### config.mk
export PLATFORM = sky130hd
export DESIGN_NAME = instruction_fetch_unit
export DESIGN_NICKNAME = d
export VERILOG_FILES = /design/src/rtl/instruction_fetch_unit.sv
export SDC_FILE = /design/constraint.sdc
export NUM_CORES = 1
export LEC_CHECK = 0
export CAP_MARGIN = 20
export CORE_MARGIN = 5
export CORE_UTILIZATION = 37
export DETAILED_ROUTE_END_ITERATION = 7
export PLACE_DENSITY = 0.77
export SLEW_MARGIN = 20
export SYNTH_ARGS = -nofsm -noshare
export SYNTH_HDL_FRONTEND = slang
export SYNTH_SLANG_ARGS = --single-unit
### constraint.sdc
create_clock -name clk -period 5.26 [get_ports clk]
set_input_delay 1.052 -clock clk [delete_from_list [all_inputs] [get_ports clk]]
set_output_delay 1.052 -clock clk [all_outputs]
set_load 0.02 [all_outputs]
### src/rtl/instruction_fetch_unit.sv
// Instruction fetch unit: owns the PC, reads one big-endian 32-bit word per cycle
// from the instruction memory and presents it to decode through a small prefetch queue.
module instruction_fetch_unit #(
    parameter logic [31:0] RESET_PC  = 32'h0000_0000,
    parameter int          MEM_BYTES = 4096,
    parameter int          QDEPTH    = 2
) (
    input  logic        clk,
    input  logic        reset,
    input  logic        en,
    input  logic        pc_load,
    input  logic [31:0] pc_load_val,
    output logic [31:0] IM_Address,
    output logic        IM_cs,
    output logic        IM_rd,
    output logic        IM_wr,
    output logic [31:0] IM_D_in,
    input  logic [31:0] IM_D_out,
    output logic        ir_valid,
    input  logic        ir_ready,
    output logic [31:0] ir,
    output logic [31:0] ir_pc,
    output logic [31:0] pc
);

    localparam int PTR_W = $clog2(QDEPTH);
    localparam int CNT_W = PTR_W + 1;
    localparam logic [CNT_W-1:0] FULL_CNT = CNT_W'(QDEPTH);
    // Keeps addresses word aligned and inside the memory, giving the modulo wrap for free.
    localparam logic [31:0] ADDR_MASK = 32'(MEM_BYTES - 1) & ~32'd3;

    typedef enum logic [1:0] {IDLE, RUN, STALL} state_t;

    state_t           state;
    state_t           state_next;
    logic [CNT_W-1:0] count;
    logic [PTR_W-1:0] head;
    logic [PTR_W-1:0] tail;
    logic [31:0]      q_ir [QDEPTH];
    logic [31:0]      q_pc [QDEPTH];
    logic             full;
    logic             pop;
    logic             fetch;

    assign full     = (count == FULL_CNT);
    assign ir_valid = (count != '0);
    assign pop      = ir_valid & ir_ready;
    assign ir       = ir_valid ? q_ir[head] : 32'h0;
    assign ir_pc    = ir_valid ? q_pc[head] : 32'h0;

    always_ff @(posedge clk or posedge reset) begin
        if (reset) begin
            state <= IDLE;
        end else begin
            state <= state_next;
        end
    end

    always_comb begin
        state_next = state;
        if (!en) begin
            state_next = IDLE;
        end else begin
            case (state)
                IDLE:    state_next = RUN;
                RUN:     if (full && !pop && !pc_load) state_next = STALL;
                STALL:   if (pop || pc_load) state_next = RUN;
                default: state_next = IDLE;
            endcase
        end
    end

    // Reset gates the strobes so they drop the moment reset rises, not at the next edge.
    always_comb begin
        fetch      = !reset && en && !pc_load && (!full || pop);
        IM_cs      = fetch;
        IM_rd      = fetch;
        IM_Address = pc;
        IM_wr      = 1'b0;
        IM_D_in    = 32'h0;
    end

    always_ff @(posedge clk or posedge reset) begin
        if (reset) begin
            pc    <= RESET_PC;
            count <= '0;
            head  <= '0;
            tail  <= '0;
        end else if (pc_load) begin
            pc    <= pc_load_val & ADDR_MASK;
            count <= '0;
            head  <= '0;
            tail  <= '0;
        end else begin
            if (fetch) begin
                pc   <= (pc + 32'd4) & ADDR_MASK;
                tail <= tail + PTR_W'(1);
            end
            if (pop) begin
                head <= head + PTR_W'(1);
            end
            case ({fetch, pop})
                2'b10:   count <= count + CNT_W'(1);
                2'b01:   count <= count - CNT_W'(1);
                default: count <= count;
            endcase
        end
    end

    // Queue storage carries no reset; ir/ir_pc are masked to zero whenever the queue is empty.
    always_ff @(posedge clk) begin
        if (fetch) begin
            q_ir[tail] <= IM_D_out;
            q_pc[tail] <= pc;
        end
    end

endmodule
Word-level counts from Yosys, hierarchy flattened:

Memories as Yosys holds them, arrays and structs flattened.
Index checks and enable logic that the tools add are counted.
W data, S select, Z words.

* input port bits: 69
* RAM bits: 128
* memories kept: 2
* output and inout bits: 164
* bits in registers: 36

Memories
* q_ir: words 2, width 32, rd ports 1, clocked after memory_dff 0, write ports 1, RTL line 39 `logic [31:0] q_ir [QDEPTH];`
* q_pc: words 2, width 32, rd ports 1, clocked after memory_dff 0, write ports 1, RTL line 40 `logic [31:0] q_pc [QDEPTH];`

* $add $sub $neg: 5
* bitwise logic cells: 1
* equal/unequal tests: 3
* mux-type cells: 12
* reductions and logical operators: 11

Operators by type and width (count)
* $mux W32: 4
* $add A12 B3 Y12 const B: 1
* $mux W1: 6
* $reduce_bool A2 Y1: 3
* $eq A2 B2 Y1 const B: 2
* $pmux W2 S2: 1
* $logic_and A1 B1 Y1: 3
* $logic_not A1 Y1: 3
* $reduce_bool A3 Y1: 1
* $add A1 B1 Y1 const B: 2
* $add A2 B1 Y2 const B: 1
* $eq A2 B1 Y1 const B: 1
* $mux W2: 1
* $sub A2 B1 Y2 const B: 1
* $and A1 B1 Y1: 1
* $logic_or A1 B1 Y1: 1

Depth between registers and ports, before layout:

* depth after elaboration: 7
* depth in mapped cells: 6
* gate-level depth less buffers: 5

Worst setup path after synthesis:

No wires, ideal clock.

* path kind: input to register
* from: in reset
* to: mem q_ir[0][0] (enable)
* stages on the path: 3
* required time: 4.714 ns
* data arrival time: 5.359 ns
* setup slack: -0.645 ns
* path buffers: 1
* cells stage by stage: nand2b_1 buf_2 nor4_1

* cells in the longest elaborated chain, start to end: 6

Ends and longest elaborated chain
* start, declared: RTL line 9 `input logic reset,`
* $logic_not A1 Y1 (no source line)
* $logic_and A1 B1 Y1 (3 in series): RTL line 75 `fetch = !reset && en && !pc_load && (!full || pop);`
* $mux W1: RTL line 112 `if (fetch) begin`
* $mux W1 (implied by the code): RTL line 113 `q_ir[tail] <= IM_D_out;`
* end, declared: RTL line 39

Every way passes these cells.

Final worst setup path:

* from: in reset
* to: out IM_cs

* cells in the longest elaborated chain, start to end: 4

Ends and longest elaborated chain
* $logic_not A1 Y1 (no source line)
* $logic_and A1 B1 Y1 (3 in series): RTL line 75
* end, declared: RTL line 14 `output logic IM_cs,`

Every way passes these cells.

==> impl_results.html <==
<table>
<tr><th>Metric</th><th>Value</th></tr>
<tr><th colspan="2">Critical path</th></tr>
<tr><td>Arrival time reported for the critical path endpoint</td><td>2.91 ns</td></tr>
<tr><td>Worst path buffer plus inverter count</td><td>2</td></tr>
<tr><td>Dominant delay contributor by cell family on the critical path</td><td>buffers and inverters</td></tr>
<tr><td>Critical Path Most Common Cell</td><td>sky130_fd_sc_hd__clkdlybuf4s50_1</td></tr>
<tr><td>Startpoint types</td><td>input port</td></tr>
<tr><td>Series of cell instances along the critical path</td><td>clkdlybuf4s50_1, nand2b_1, nor3_1, clkdlybuf4s50_1</td></tr>
<tr><td>Required time of the critical path</td><td>4.21 ns</td></tr>
<tr><td>Biggest fanout along the worst timing path</td><td>11</td></tr>
<tr><td>Endpoint type of the worst setup path</td><td>output port</td></tr>
<tr><td>Longest individual stage delay on the worst path</td><td>0.68 ns</td></tr>
<tr><td>Startpoint-to-endpoint class of the critical path</td><td>in -&gt; out</td></tr>
<tr><td>Critical-path top delay cell</td><td>sky130_fd_sc_hd__clkdlybuf4s50_1</td></tr>
<tr><th colspan="2">Clock tree</th></tr>
<tr><td>Number of buffers added by the clock tree synthesis step</td><td>9</td></tr>
<tr><td>Clock Latency Late Sink</td><td>0.34 ns</td></tr>
<tr><td>Clock Root Buffer</td><td>sky130_fd_sc_hd__clkbuf_16</td></tr>
<tr><td>Max clock buf depth</td><td>2</td></tr>
<tr><td>Hold-fix buffers at CTS</td><td>0</td></tr>
<tr><td>Post-CTS setup-driven buffer insertion count</td><td>0</td></tr>
<tr><td>Total of cells resized after clock tree synthesis</td><td>0</td></tr>
<tr><td>CTS clk-pin slew, worst paths</td><td>about 0.070 ns</td></tr>
<tr><td>Clock tree from TritonCTS</td><td>built</td></tr>
<tr><td>Htree depth</td><td>3</td></tr>
<tr><td>Number of clock sinks</td><td>between 90 and 100</td></tr>
<tr><th colspan="2">Synthesis</th></tr>
<tr><td>Count of unique library cells instantiated by Yosys</td><td>32</td></tr>
<tr><td>Synthesized instance count</td><td>about 380</td></tr>
<tr><td>Average size of a mapped cell</td><td>between 10 and 15 um2</td></tr>
<tr><td>Synth warn</td><td>0</td></tr>
<tr><td>Share of synthesized area occupied by flip-flops and latches</td><td>0.601</td></tr>
<tr><td>Post-synthesis register bit count</td><td>98</td></tr>
<tr><td>Netlist area before placement</td><td>4780 um2</td></tr>
<tr><th colspan="2">Final layout</th></tr>
<tr><td>Filler instances</td><td>1135</td></tr>
<tr><td>Final-stage net count</td><td>548</td></tr>
<tr><td>Highest-count cells in the layout ignoring fill and taps</td><td>sky130_fd_sc_hd__clkdlybuf4s50_1, sky130_fd_sc_hd__conb_1, sky130_fd_sc_hd__edfxtp_1, sky130_fd_sc_hd__nor2_1, sky130_fd_sc_hd__mux2i_1</td></tr>
<tr><td>Most common cell after layout, fill and taps aside</td><td>sky130_fd_sc_hd__clkdlybuf4s50_1</td></tr>
<tr><td>Area growth from synthesis to layout</td><td>24.3%</td></tr>
<tr><td>Number of antenna repair diodes</td><td>0</td></tr>
<tr><td>Layout cells sized above 1</td><td>0.0518</td></tr>
<tr><th colspan="2">STA</th></tr>
<tr><td>Clock skew</td><td>0.00909 ns</td></tr>
<tr><td>Post-route worst hold slack</td><td>0.593 ns</td></tr>
<tr><td>Total negative setup slack</td><td>0 ns</td></tr>
<tr><td>Count of final max-slew check failures</td><td>0</td></tr>
<tr><td>Count of final hold-check violations</td><td>0</td></tr>
<tr><td>Unrepaired setup endpoints after global routing</td><td>no</td></tr>
<tr><td>Final cycle utilization of the critical path</td><td>0.752</td></tr>
<tr><td>Max Freq</td><td>253 MHz</td></tr>
<tr><td>Final period demand of the worst path</td><td>3.96 ns</td></tr>
<tr><td>Relative slew margins</td><td>0.551</td></tr>
<tr><td>Final setup viols</td><td>0</td></tr>
<tr><td>Transition time at the pin with the least slew margin</td><td>between 0.6 and 0.7 ns</td></tr>
<tr><th colspan="2">Global route</th></tr>
<tr><td>GRT Overall Usage</td><td>0.116</td></tr>
<tr><td>First-pass GRT wire length</td><td>13600 um</td></tr>
<tr><td>Overflow left after global routing</td><td>0</td></tr>
<tr><td>Met3 track demand over resource</td><td>0.0272</td></tr>
<tr><td>Largest net degree at the start of global routing</td><td>44</td></tr>
<tr><td>GR Layer Usage met2</td><td>0.200</td></tr>
<tr><td>Number of global-route vias before repair</td><td>2691</td></tr>
<tr><td>Met1 demand-to-capacity share in global routing</td><td>0.139</td></tr>
<tr><td>Busiest layer in global routing</td><td>met2</td></tr>
<tr><td>Number of antenna violations at the first check in global routing</td><td>0</td></tr>
<tr><th colspan="2">Routing</th></tr>
<tr><td>Routed wirelength normalized by instance count</td><td>13.9 um</td></tr>
<tr><td>Final ANT Viol Nets</td><td>0</td></tr>
<tr><td>DR DRC count</td><td>0</td></tr>
<tr><td>Routed wire length</td><td>9110 um</td></tr>
<tr><td>Via count of the routed design</td><td>2737</td></tr>
<tr><td>DR iter-0 viols</td><td>84</td></tr>
<tr><td>Routed via count divided by cell count</td><td>4.18</td></tr>
<tr><td>Count of TritonRoute iterations in the first routing pass</td><td>4</td></tr>
<tr><th colspan="2">Power and ir drop</th></tr>
<tr><td>Worst-case vdd ir drop</td><td>approximately 0.18 mV</td></tr>
<tr><td>Static leakage power</td><td>between 0.002 and 0.0025 uW</td></tr>
<tr><td>Cell area power density</td><td>~310 nW/um2</td></tr>
<tr><th colspan="2">Floorplanning</th></tr>
<tr><td>Row Count</td><td>41</td></tr>
<tr><td>CORE AREA</td><td>12600 um2</td></tr>
<tr><td>Initial cell density of the core</td><td>0.379</td></tr>
<tr><td>Die outline height</td><td>124 um</td></tr>
<tr><td>Total die area</td><td>about 15000 um2</td></tr>
<tr><td>Die X-Extent</td><td>about 120 um</td></tr>
<tr><td>Ports</td><td>233</td></tr>
<tr><th colspan="2">Place</th></tr>
<tr><td>Gpl congestion</td><td>0.798</td></tr>
<tr><td>Number of buffers added on ports</td><td>111</td></tr>
<tr><td>Post-detailed-placement half-perimeter wirelength</td><td>6380 um</td></tr>
<tr><th colspan="2">Worst hold path</th></tr>
<tr><td>Hold WC Path Type</td><td>reg -&gt; reg</td></tr>
<tr><th colspan="2">Outcome</th></tr>
<tr><td>Outcome</td><td>finished clean</td></tr>
<tr><th colspan="2">Run</th></tr>
<tr><td>Maximum Capacitance Violations</td><td>0</td></tr>
</table>
## metrics by stage
step	total power [uW]	util	area, um2	worst slack (ns)	cells
floorplan	1150	-	5150	1.14	476
global placement	1210	0.447	5640	1.37	638
detailed placement	1220	0.447	5640	1.34	638
CTS	1830	0.468	5910	1.32	654
global route	1890	0.471	5940	1.19	655
finish	1810	0.471	5940	1.30	655
## kinds of logic after synthesis
| group | share of synthesized area |
|---|---|
| other | 0.000784 |
| AOI/OAI and AO/OA | 0.0131 |
| and+or+nand+nor | 0.0803 |
| buffers and inverters | 0.188 |
| adders and majority gates | 0.00262 |
| muxes | 0.0945 |
| xor gates and xnor gates | 0.0202 |
| DFF | 0.601 |
## layer usage
metal	routed length, um	vias to the layer above
met5	0	-
met4	90	0
met3	811	10
met2	4680	142
met1	3530	1287
li1	-	1298
## Yosys cell counts, drive strengths merged
cell type | instances | share of area
nor4b | 2 | 0.0037
inv | 3 | 0.0024
ha | 1 | 0.0026
and3 | 2 | 0.0026
a311o | 1 | 0.0021
xor2 | 2 | 0.0037
nor3 | 6 | 0.0073
nand2 | 13 | 0.010
nor2 | 49 | 0.038
nand2b | 1 | 0.0013
conb | 1 | 0.00078
o21ai | 8 | 0.0084
nor4 | 2 | 0.0026
dfrtp | 14 | 0.073
nor3b | 2 | 0.0055
nand3 | 3 | 0.0031
edfxtp | 84 | 0.53
xnor2 | 9 | 0.016
nand3b | 1 | 0.0016
buf | 116 | 0.18
a21oi | 1 | 0.0010
nand4 | 2 | 0.0026
and2 | 1 | 0.0013
a211oi | 1 | 0.0016
clkbuf | 8 | 0.0065
mux2i | 44 | 0.092
mux2 | 1 | 0.0024
## layout make-up
cell class                      instances  area (um2)  area share
Clock buffer                           10         229      0.0385
Clock inverter                          6        46.3     0.00779
Inverter                                3        11.3     0.00190
Multi-Input combinational cell        251        1400       0.236
Sequential cell                        98        2870       0.484
Tap cell                              172         215      0.0362
Timing Repair Buffer                  115        1160       0.195
## sequential cells by signal (all words and copies together), names as in the netlist
name,flops
head,1
count,2
tail,1
q_pc,20
IM_Address,10
q_ir,64
## final timing paths
path | end | slack (ns) | cells past startpoint | from
worst max-delay path | IM_cs | 1.30 | 4 | reset
worst min-delay path | q_pc[0][9] | 0.59 | 0 | IM_Address[9]
worst max register to register | q_ir[1][20] | 3.24 | 3 | count[1]
worst min register to register | q_pc[0][9] | 0.59 | 0 | IM_Address[9]
max in group asynchronous | head | 3.78 | 2 | reset
min in group asynchronous | IM_Address[10] | 1.09 | 2 | reset
## power breakdown
part,total (uW),internal (uW),switching (uW),leakage (uW)
Sequential,900,872,27.9,0.000938
Clock,609,327,282,0.000137
Combinational,303,123,180,0.00109
Total,1810,1320,491,0.00216
Note: power is estimated with default switching activity, not from simulation.
==> RTL edit 1 (same settings) <==
Change the parameter `QDEPTH` from 2 to 4.
--- a/src/rtl/instruction_fetch_unit.sv
+++ b/src/rtl/instruction_fetch_unit.sv
@@ -5,3 +5,3 @@
     parameter int          MEM_BYTES = 4096,
-    parameter int          QDEPTH    = 2
+    parameter int          QDEPTH    = 4
 ) (
Formal check against the unedited RTL: not equivalent (a bounded check fails within 4 cycles, from zero or initial values and one cycle with reset high).
==> RTL edit 1 against the original RTL <==
- sequential cell count up 87
- power rose by 75%
- final area is 65% higher
- core utilization shrank 2.5 points
- worst setup slack lost 0.35 ns
- first-iteration DRC count rose to 3.3 times the old value
- maximum frequency fell by 8.2%
- register-to-register slack got worse by 0.85 ns
- routed wire length up 74%
- area after synthesis is 73% higher
- global-route usage increased by 0.94 points
- combinational power grew 1%
- synthesized cell count grew 33%
- critical path type unchanged
- critical endpoint is now IM_rd
- largest cell class unchanged
- highest routed layer unchanged
==> RTL edit 1: results (changes against the original RTL) <==
[logic_synthesis]
synth_area_per_cell_um2 = 16.5  ; +31%
yosys_warnings = 0  ; unchanged
ys_top_cells_by_count = edfxtp_1 (168), buf_4 (110), and2_1 (42), mux4_2 (42), dfrtp_1 (17)
async_flop_share_pct = 9.19  ; -5.1 points
synth_cell_types = 46  ; +44%
synth_edf_count = 168  ; +100%
synthTopCellsByArea = edfxtp_1 (61%), mux4_2 (11%), buf_4 (10%)
yosysSeqAreaShare_pct = 66.1  ; +6.0 points

[cts]
clockBufferDepth = 2  ; unchanged
post_cts_buffers = 0  ; unchanged
htreeDepth = 4  ; +1
cts_buffers = 17  ; +8
ctsResizeCount = 0  ; unchanged
clk_latency_ns = 0.42  ; +0.08 ns
path_clk_slew_ns = 0.06

[critical_path]
rr_worst_depth = 6  ; +3
cp-startpoint = ir_ready
r2r_slack_ns = 2.39  ; -0.85 ns
reg2reg_from = count[0]
crit_fanout = 14  ; +3
crit_path_end = IM_rd
reg2reg_to = count[2]
cp_data_arrival_time_ns = 3.26  ; +0.35 ns

[final_layout]
drive_gt1_share_pct = 14.7  ; +9.5 points
stdcell_count = 899  ; +37%
largest_reg_flops = 128  ; +100%
final_nets = 681  ; +24%

[outcome]
status = finished clean

[sta]
period_needed_ns = 4.31  ; +0.354 ns
skew_ns = 0.00970  ; +0.000609 ns
whs_ns = 0.631  ; +0.0371 ns
worst_slew_pin_slew_ns = 0.912  ; +0.239 ns

[detailed_routing]
drtPass1Iterations = 4  ; unchanged
vias = 4166  ; +52%
drt-initial-drc-count = 278  ; +230%
wl_per_cell_um = 17.6  ; +27%
drcViolationCount = 0  ; unchanged

[pwr]
ir_drop_mv = 0.169  ; -6.1%
cellLeakagePower_nw = 3.35  ; +55%

[global_route]
grt_pass1_vias = 4377  ; +63%
grt_pass1_wl_um = 25000  ; +84%
grt_max_degree = 46  ; +4.5%
grt_usage_pct = 12.5  ; +0.94 points

[place]
dp.cells = 867  ; +36%
place_area_um2 = 9240  ; +64%
preCtsSetupSlack_ns = 0.956  ; -0.383 ns
gp_congestion = 0.754  ; -5.6%
hpwl_um = 9870  ; +55%

RTL edit 1: cell count changes after synthesis, moves of 7 or more:
cell,change
and2_1,+41
mux2i_1,-43
xnor2_1,-7
edfxtp_1,+84
clkbuf_1,+7
a221o_1,+8
mux4_2,+42
nor2_1,-37
RTL edit 1: routing by layer:
layer / wire [µm] / vias up / global-route usage [%]
met1: 6790 / 2118 / 15.8
li1: - / 1902 / -
met5: 0 / - / 0
met3: 777 / 11 / 3.62
met4: 142 / 0 / 3.27
met2: 8100 / 135 / 21.4
RTL edit 1: kinds of logic (layout without fill, tap and decap cells):
kind of cell / Yosys count / in the layout / synth area share, %
compound gates: 29 / 29 / 2.62
xor+xnor: 4 / 4 / 0.423
fa+ha+maj: 6 / 6 / 0.998
buf+inv: 136 / 156 / 11.4
flops: 185 / 185 / 66.1
mux: 43 / 43 / 11.5
other cells: 1 / 99 / 0.0453
simple gates: 97 / 97 / 6.83
RTL edit 1: area by class of cell:
type	count	area, µm²
clock inverters	14	121
well taps	280	350
flip-flops and latches	185	5480
fillers	1928	12200
inverters	5	18.8
repair buffers	119	1170
clock buffers	18	429
multi-input cells	278	2230
RTL edit 1: how the worst min path moves through the flow:
stage | startpoint | end | cells past startpoint
6_report | tail[1] | tail[1] | 2
5_1_grt | tail[1] | tail[1] | 2
4_1_cts | tail[1] | tail[1] | 2
3_5_place_dp | tail[1] | tail[1] | 2
3_3_place_gp | tail[1] | tail[1] | 2
2_1_floorplan | tail[1] | tail[1] | 2
RTL edit 1: where the power goes:
part	switching, mW	internal, mW	total [mW]
logic	0.179	0.128	0.307
registers	0.0414	1.64	1.68
clock network	0.539	0.655	1.19
total	0.759	2.42	3.18
RTL edit 1: worst max-delay path: stages:
cell and delay, ns:
clkdlybuf4s50_1 0.60, or4b_1 0.71, nand2_4 0.22, inv_2 0.11, clkdlybuf4s50_1 0.55
==> RTL edit 2 (same flow settings) <==
Made on the original files. Reset style: synchronous (`reset`), changed in 2 clocked blocks.
--- a/src/rtl/instruction_fetch_unit.sv
+++ b/src/rtl/instruction_fetch_unit.sv
@@ -50,3 +50,3 @@
 
-    always_ff @(posedge clk or posedge reset) begin
+    always_ff @(posedge clk) begin
         if (reset) begin
@@ -82,3 +82,3 @@
 
-    always_ff @(posedge clk or posedge reset) begin
+    always_ff @(posedge clk) begin
         if (reset) begin
Behaviour: differs if reset is asserted again (counterexample within 4 cycles, from zero or initial values and one cycle with reset high); with reset held inactive, the same outputs for 4 cycles.
==> RTL edit 2 against the original RTL <==
- combinational power fell by 25%
- area after synthesis up 0.44%
- non-clock buffer count decreased by 1
- final area decreased by 0.13%
- sequential share of layout area fell by 0.78 points
- power shrank 5.1%
- count of clock-buffer cells in the layout shrank 1
- sequential cell count is 1 higher
- worst hold slack got worse by 0.040 ns
- routed wire length increased by 6.7%
- sequential power fell by 2%
- worst setup slack got worse by 0.27 ns
- largest cell class unchanged
- highest routed layer unchanged
==> RTL edit 2: results (changes against the original RTL) <==
[outcome]
status = finished clean

[pwr]
ir_drop_mv = 0.135  ; -25%
cellLeakagePower_nw = 2.08  ; -4.0%

[detailed_routing]
wirelength_um = 9720  ; +6.7%
met3_length_um = 802  ; -1.1%
met1Wirelength_um = 3680  ; +4.3%
wl_met2_um = 5110  ; +9.2%
drt-initial-drc-count = 78  ; -7.1%
wl_per_cell_um = 14.6  ; +5.3%

[critical_path]
reg2reg_from = count[0]
crit_fanout = 17  ; +6
reg2reg_to = q_ir[0][30]
rr_worst_depth = 4  ; +1

[logic_synthesis]
syn_inst = 388  ; +2.6%
yosysSeqAreaShare_pct = 58.8  ; -1.3 points
ys_top_cells_by_count = buf_4 (110), edfxtp_1 (84), nor2_1 (47)
synth_cell_types = 39  ; +22%

[final_layout]
final_nets = 557  ; +1.6%
fillers = 1132  ; -0.26%
drive_gt1_share_pct = 5.28  ; +0.11 points

[global_route]
grt_usage_pct = 12.2  ; +0.54 points
grt_pass1_wl_um = 14200  ; +4.1%

[sta]
relSlewSlack_pct = 29.5  ; -26 points
skew_ns = 0.00701  ; -0.00208 ns

[place]
gp_congestion = 0.777  ; -2.7%
hpwl_um = 6840  ; +7.3%
dp.cells = 647  ; +1.4%
place_area_um2 = 5630  ; -0.13%

[hold_path]
hp-start = IM_Address[6]

RTL edit 2: changes by cell type after synthesis, moves of 3 or more:
cell	delta
o21ai_0	-8
or3_1	+3
o211ai_1	+5
dfrtp_1	-14
xnor2_1	-8
a21oi_1	+3
a31oi_1	+7
dfxtp_1	+15
RTL edit 2: worst max-delay path by stage:
stage	end	slack [ns]
2_1_floorplan	q_ir[0][0]	1.47
3_3_place_gp	IM_rd	1.08
3_5_place_dp	IM_rd	1.05
4_1_cts	IM_rd	1.04
5_1_grt	IM_rd	0.93
6_report	IM_rd	1.03
RTL edit 2: worst max-delay path, cell delays in order:
cell             delay [ns]
clkdlybuf4s50_1        0.76
nor3b_4                0.44
nand2_4                0.14
inv_2                  0.15
clkdlybuf4s50_1        0.63
RTL edit 2: logic make-up after synthesis:
logic type	share of synthesized area, %
buffers and inverters	19.1
other	0.0781
DFF	58.8
and+or+nand+nor	8.42
xor gates and xnor gates	0.547
muxes	9.61
adders and majority gates	0.261
AOI/OAI and AO/OA	3.18
RTL edit 2: power breakdown:
part           leakage, nW  internal [mW]  switching [mW]
combinational         1.05         0.0839           0.142
sequential           0.886          0.868          0.0156
clock                0.139          0.324           0.287
RTL edit 2: layout make-up:
class	count	area (µm²)	area share (%)
inverters	5	18.8	0.316
clock inverters	7	51.3	0.865
well taps	172	215	3.63
multi-input cells	258	1450	24.4
clock buffers	9	225	3.80
repair buffers	114	1150	19.4
flip-flops and latches	99	2820	47.6
RTL edit 2: per-stage QoR:
step / hold slack (ns) / power, mW / setup WS (ns) / util (%)
after floorplan: 0.514 / 1.09 / 1.47 / -
after global placement: 0.535 / 1.12 / 1.08 / 44.4
after detailed placement: 0.538 / 1.12 / 1.05 / 44.4
after CTS: 0.551 / 1.74 / 1.04 / 46.6
after global routing: 0.566 / 1.79 / 0.933 / 46.8
final: 0.553 / 1.72 / 1.03 / 46.8
RTL edit 2: metal layers:
metal	global-route usage [%]	vias to the layer above
li1	-	1347
met1	13.8	1374
met2	21.8	130
met3	3.45	13
met4	4.11	0
met5	0	-
